**config.mk**
```make
export PLATFORM = sky130hd
export DESIGN_NAME = id_ex_stage
export DESIGN_NICKNAME = d
export VERILOG_FILES = /design/src/rtl/id_ex_stage.sv
export SDC_FILE = /design/constraint.sdc
export NUM_CORES = 1
export LEC_CHECK = 0
export BUFFER_PORTS_ARGS = -buffer_cell sky130_fd_sc_hd__clkbuf_2
export CAP_MARGIN = 0
export CORE_AREA = 2 2 157 159
export DETAILED_ROUTE_END_ITERATION = 10
export DIE_AREA = 0 0 159 161
export PLACE_DENSITY_LB_ADDON = 0.1
export SKIP_LAST_GASP = 1
export SYNTH_ARGS = -nofsm -noshare
export SYNTH_HDL_FRONTEND = slang
export SYNTH_SLANG_ARGS = --single-unit
```
**constraint.sdc**
```tcl
create_clock -name clk -period 2.6 [get_ports clk]
set_input_delay 0 -clock clk [delete_from_list [all_inputs] [get_ports clk]]
set_output_delay 0 -clock clk [all_outputs]
set_load 0.1 [all_outputs]
```
**src/rtl/id_ex_stage.sv**
```systemverilog
// ID->EX pipeline register: load-use hazard detection, bubble insertion on
// load-use or flush, and same-cycle WB bypass into the captured operands.
module id_ex_stage #(
  parameter int XLEN   = 32,
  parameter int CTRL_W = 16
) (
  input  logic              clk,
  input  logic              rstn,
  input  logic              id_valid,
  input  logic [XLEN-1:0]   id_pc,
  input  logic [4:0]        id_rs1,
  input  logic [4:0]        id_rs2,
  input  logic              id_use_rs1,
  input  logic              id_use_rs2,
  input  logic [4:0]        id_rd,
  input  logic [XLEN-1:0]   id_rs1_data,
  input  logic [XLEN-1:0]   id_rs2_data,
  input  logic [XLEN-1:0]   id_imm,
  input  logic              id_regwen,
  input  logic              id_memread,
  input  logic              id_memwrite,
  input  logic [CTRL_W-1:0] id_ctrl,
  input  logic              wb_regwen,
  input  logic [4:0]        wb_addr,
  input  logic [XLEN-1:0]   wb_data,
  input  logic              mem_stall,
  input  logic              ex_flush,
  output logic              hazard_stall,
  output logic              ex_valid,
  output logic [XLEN-1:0]   ex_pc,
  output logic [XLEN-1:0]   ex_imm,
  output logic [4:0]        ex_rs1,
  output logic [4:0]        ex_rs2,
  output logic [4:0]        ex_rd,
  output logic [XLEN-1:0]   ex_rs1_data,
  output logic [XLEN-1:0]   ex_rs2_data,
  output logic              ex_regwen,
  output logic              ex_memread,
  output logic              ex_memwrite,
  output logic [CTRL_W-1:0] ex_ctrl,
  output logic [31:0]       bubble_cnt
);

  logic            load_use;
  logic            wb_hit1;
  logic            wb_hit2;
  logic [XLEN-1:0] rs1_fwd;
  logic [XLEN-1:0] rs2_fwd;

  always_comb begin
    load_use = ex_valid && ex_memread && (ex_rd != 5'd0) && id_valid &&
               ((id_use_rs1 && (id_rs1 == ex_rd)) || (id_use_rs2 && (id_rs2 == ex_rd)));
    hazard_stall = load_use && !ex_flush;
    wb_hit1 = wb_regwen && (wb_addr != 5'd0) && (wb_addr == id_rs1);
    wb_hit2 = wb_regwen && (wb_addr != 5'd0) && (wb_addr == id_rs2);
    rs1_fwd = wb_hit1 ? wb_data : id_rs1_data;
    rs2_fwd = wb_hit2 ? wb_data : id_rs2_data;
  end

  always_ff @(posedge clk or negedge rstn) begin
    if (!rstn) begin
      ex_valid    <= 1'b0;
      ex_pc       <= '0;
      ex_imm      <= '0;
      ex_rs1      <= '0;
      ex_rs2      <= '0;
      ex_rd       <= '0;
      ex_rs1_data <= '0;
      ex_rs2_data <= '0;
      ex_regwen   <= 1'b0;
      ex_memread  <= 1'b0;
      ex_memwrite <= 1'b0;
      ex_ctrl     <= '0;
      bubble_cnt  <= '0;
    end else if (!mem_stall) begin
      if (ex_flush || load_use) begin
        // Bubble: kill control and addresses; data/pc/imm are left holding.
        ex_valid    <= 1'b0;
        ex_rs1      <= '0;
        ex_rs2      <= '0;
        ex_rd       <= '0;
        ex_regwen   <= 1'b0;
        ex_memread  <= 1'b0;
        ex_memwrite <= 1'b0;
        ex_ctrl     <= '0;
        if (!ex_flush && (bubble_cnt != '1))
          bubble_cnt <= bubble_cnt + 32'd1;
      end else begin
        ex_valid    <= id_valid;
        ex_pc       <= id_pc;
        ex_imm      <= id_imm;
        ex_rs1_data <= rs1_fwd;
        ex_rs2_data <= rs2_fwd;
        ex_rs1      <= id_valid ? id_rs1 : 5'd0;
        ex_rs2      <= id_valid ? id_rs2 : 5'd0;
        ex_rd       <= id_valid ? id_rd  : 5'd0;
        ex_regwen   <= id_valid && id_regwen;
        ex_memread  <= id_valid && id_memread;
        ex_memwrite <= id_valid && id_memwrite;
        ex_ctrl     <= id_valid ? id_ctrl : '0;
      end
    end
  end

endmodule

```
[After elaboration in Yosys (flattened, before gate mapping)]
Index checks and enable logic that the tools add are counted.
W data, S select, Z words.
Storage, ports and cells
  bits in registers: 195
  input bits: 207
  output and inout port bits: 196
  logic and storage cells: 56
Operators by class
  add/sub/neg operators: 1
  eq/ne operators: 5
  mux-type cells: 14
  bitwise gates (word level): 2
  reductions and logical operators: 21
Operator list (count)
  $mux W32: 2
  $add A32 B1 Y32 const B: 1
  $mux W16: 2
  $ne A32 B32 Y1 const B: 1
  $mux W5: 6
  $eq A5 B5 Y1: 4
  $logic_and A1 B1 Y1: 14
  $reduce_bool A5 Y1: 2
  $mux W1: 4
  $reduce_and A3 Y1: 1
  $logic_or A1 B1 Y1: 2
  $not A1 Y1: 2
  $reduce_and A2 Y1: 1
  $logic_not A1 Y1: 1

[Depth between registers and ports, before layout]
  depth after elaboration: 7
  depth in mapped cells: 8
  gate-level depth less buffers: 7

[Worst setup path before layout]
Ideal clock, no wire load.
  kind: reg2out
  start: register ex_rd[4]
  end: output hazard_stall
  data arrival time: 3750 ps
  required time: 2600 ps
  slack: -1150 ps
  cell stages (with the launch flop): 5
  buffers on the path: 0
  cell sequence: dfrtp_1 xor2_1 nor4_2 a32oi_1 nor3_1
On the way
  cells in the longest elaborated chain, start to end: 5
  elaborated cells on any way between the ends: 10
  those cells by class: eq/ne: 2; reduce/logical: 8
RTL lines
  start: declaration: RTL line 34  | output logic [4:0] ex_rd,
  start signal: assignment: RTL line 96  | ex_rd <= id_valid ? id_rd : 5'd0;
  $eq A5 B5 Y1 / $reduce_bool A5 Y1 (equally long branches): RTL line 52, 51
  $logic_and A1 B1 Y1, on equally long branches: RTL line 52, 51
  $logic_or A1 B1 Y1 / $logic_and A1 B1 Y1 (equally long branches): RTL line 52, 51
  $logic_and A1 B1 Y1 *: RTL line 51  | load_use = ex_valid && ex_memread && (ex_rd != 5'd0) && id_valid &&
  $logic_and A1 B1 Y1 *: RTL line 53  | hazard_stall = load_use && !ex_flush;
  end: declaration: RTL line 28  | output logic hazard_stall,
Mark *: on every way between the ends. The rest lies on a longest branch, timed or not.

[Worst setup path after layout]
  start: input id_rs2[4]
  end: register ex_rs2_data[6]
On the way
  cells in the longest elaborated chain, start to end: 7
  elaborated cells on any way between the ends: 10
  those cells by class: eq/ne: 2; mux: 1; bitwise: 1; reduce/logical: 6
RTL lines
  start: declaration: RTL line 12  | input logic [4:0] id_rs2,
  $eq A5 B5 Y1: RTL line 52  | ((id_use_rs1 && (id_rs1 == ex_rd)) || (id_use_rs2 && (id_rs2 == ex_rd)));
  $logic_and A1 B1 Y1: RTL line 52
  $logic_or A1 B1 Y1: RTL line 52
  $logic_and A1 B1 Y1: RTL line 51
  $logic_or A1 B1 Y1: RTL line 76  | if (ex_flush || load_use) begin
  $not A1 Y1 (no line)
  $reduce_and A2 Y1 (no line)
  end signal: assignment: RTL line 93  | ex_rs2_data <= rs2_fwd;
  end: declaration: RTL line 36  | output logic [XLEN-1:0] ex_rs2_data,
Several ways; a longest one is shown, not always the timed one.
A chain may end at the register's enable or synchronous reset.

==> results.md <==
- Leak: 6.43 nW
- Avg WL per Cell: between 15 and 20 um
- TritonRoute pass-1 iters: 5
- Area leader, netlist: dfrtp_1
- Crit share post-route: 0.915
- Post-Syn Area per Cell: 12.5 sq um
- CTS tree: done
- Fillers: 2083
- Reg2reg path depth: 6
- Maximum clock path buffer count: 2
- GRT Util Overall: 0.221
- Critical Path Source Type: input pin
- TritonCTS Sinks: between 150 and 200
- Sequential-to-total area share from yosys stat: 0.586
- Hold slack final: slightly above 0.2 ns
- Syn Std Cell Area: between 0.008 and 0.009 sq mm
- Main synth FF type: dfrtp_1
- CP endpoint kind: register
- Clock Latency Late Sink: 0.43 ns
- Overall power: between 9 and 10 mW
- DR iter-0 viols: 263
- CP required: a little under 3 ns
- Final Setup Violations: 0
- IO Count: approximately 400
- Adder-cell share of the synthesized area: 0.00150
- Setup slack after placement: 0.114 ns
- Yosys cell types: 39
- Synth Instances: about 660
- Setup_tns: 0 ns
- Placed inst area: around 0.011 sq mm
- P per Cell Area: 719 mW/mm^2
- Core box area: about 0.024 sq mm
- Minimum clock period: approximately 2.4 ns
- Routed wire length: about 28000 um
- Post-Synth Simple-Gate Area: 0.0856
- Initial Util: 0.347
- Fin Clk Skew: approximately 0.012 ns
- Area Growth Syn to Fin: 64.5%
- Largest net degree at the start of global routing: between 80 and 90
- Slew Limit Fails: 0
- Final std cells w/o fill: between 1500 and 2000
- Compound-Gate Fraction of Synth Area: 0.0811
- Via Count: ~7700
- Area of the die: between 0.02 and 0.03 sq mm
- Fin. Hold Viols: 0
- Final core utilization: 0.571
- DRT antenna net count: 0
- Post-synthesis xor/xnor area fraction: 0.0546
- Rel. slew slack: 0.506
- # port buffers: around 400
- #FFs+latches synth: ~200
- Worst hold-check path type: in -> async
- Die W: 159 um
- Remaining DRCs: 0
- Die height: 161 um
- Most frequent cell after synthesis: dfrtp_1
- Measured slew at the worst slew-check pin: ~0.74 ns
- Cell area after layout: about 0.014 sq mm
- Post-synth EDFFs: 0
- FMAX: ~420 MHz
- Main combinational cell family by area after synthesis: multiplexers
- Synth cell count leaders: dfrtp_1, nor2_1, a21oi_1, mux2i_1, mux2_2
- Async S/R FF share, synth: 1.00
- Vias in the first global route: just over 8000
- Layout cells sized above 1: 0.415
- Synthesized net count: 872
- Initial antenna violation count: 0
- Clk slew on worst S/H paths: about 0.08 ns
- Post-synth top area share: 0.586
- MaxCap Viol Count: 0
- Mux cell area share after synthesis: 0.165
- Status: finished, final reports clean
- Final net count: 1505
- Top cells by area, synth: dfrtp_1, mux2_2, mux2i_1
- First-pass GRT wire length: approximately 45000 um
- Clk root buf: clkbuf_16
- PnR worst setup slack: approximately 0.22 ns
- GPL Wtd Cong: ~0.85
- Placed cells: 1372
- Ys Warns: 0
- RSZ-0062 raised after global routing: false
- Vias per cell: 4.69
- VDD IR max: ~480 uV
- Largest fanout on the critical path: 32
- Total CTS buffers: 17
- WP data arrival: 2.67 ns
- Setup CP Type: in -> reg
- H-tree depth: 4
- Antenna Cells: 0
- Congestion Overflow GR: 0
- HPWL after detailed placement: 19200 um
- Row cnt: between 50 and 60
state kept, by name (all words and copies together) (netlist names), 5 cells and up:
| name | cells |
|---|---|
| ex_imm | 32 |
| ex_ctrl | 16 |
| ex_rd | 5 |
| ex_pc | 32 |
| ex_rs1 | 5 |
| ex_rs2 | 5 |
| bubble_cnt | 32 |
| ex_rs2_data | 32 |
| ex_rs1_data | 32 |
placed cells by master (no fill, tap or decap), types with 2 or more instances in the layout:
master	n
a21oi_1	64
a22o_1	33
and3_1	4
buf_12	6
buf_4	16
clkbuf_16	17
clkbuf_2	401
clkbuf_8	3
clkinv_4	8
dfrtp_1	185
dfrtp_2	10
dlygate4sd3_1	227
inv_1	3
inv_8	4
mux2_1	2
mux2_2	63
mux2i_1	64
nand2_1	10
nand3_1	17
nand4_1	14
nor2_1	70
nor3_1	4
nor4_1	6
nor4_2	3
nor4_4	2
or2_2	2
or3_1	2
or4_1	2
xnor2_1	30
xor2_1	20
report_power, final:
part | switching [mW] | leakage [nW] | internal [mW] | total, mW
Clock | 1.25 | 0.282 | 1.32 | 2.57
Combinational | 2.94 | 3.80 | 0.812 | 3.75
Sequential | 0.179 | 2.35 | 3.34 | 3.52
cells by family after synthesis:
logic type / after synthesis
fa+ha+maj: 1
flops: 195
compound gates: 104
buf+inv: 41
simple gates: 143
xor+xnor: 51
mux: 129
path summary, 6_finish.rpt:
| kind | from | slack (ns) | end |
|---|---|---|---|
| max | id_rs2[4] | 0.22 | ex_rs2_data[6] |
| min | rstn | 0.20 | ex_ctrl[1] |
| max reg2reg | ex_rd[4] | 0.26 | bubble_cnt[19] |
| min reg2reg | bubble_cnt[22] | 0.50 | bubble_cnt[22] |
| max in group asynchronous | rstn | 1.67 | ex_pc[18] |
| min in group clk | mem_stall | 0.20 | ex_valid |
timing repair:
item | in CTS | in global routing
setup buffers | 0 | 3
gates resized for setup | 0 | 1
hold buffers | 227 | 0
hold endpoints to repair | 243 | 0
endpoints found under the setup margin | 0 | 42
routing by layer:
layer | part of all wire | up-vias | track usage | wire [um]
met4 | 0.031 | 0 | 0.0917 | 876
met3 | 0.058 | 54 | 0.0508 | 1630
met2 | 0.49 | 297 | 0.376 | 13900
li1 | - | 3635 | - | -
met5 | 0 | - | 0 | 0
met1 | 0.42 | 3674 | 0.273 | 11800
final cells by class:
cell class / count / area [sq um] / share of cell area
Clock inverter: 12 / 115 / 0.00841
Timing Repair Buffer: 652 / 4540 / 0.332
Clock buffer: 20 / 457 / 0.0334
Multi-Input combinational cell: 428 / 3260 / 0.238
Inverter: 3 / 11.3 / 0.000823
Sequential cell: 195 / 4890 / 0.357
Tap cell: 324 / 405 / 0.0296
worst max-delay path, stage by stage:
cell and delay (ns):
dlygate4sd3_1 0.53, clkbuf_2 0.16, xnor2_1 0.17, nand3_1 0.14, nor4_4 0.30, buf_6 0.43, mux2i_1 0.25, dlygate4sd3_1 0.59
a21oi_1 0.07
Note: power is estimated with default switching activity, not from simulation.
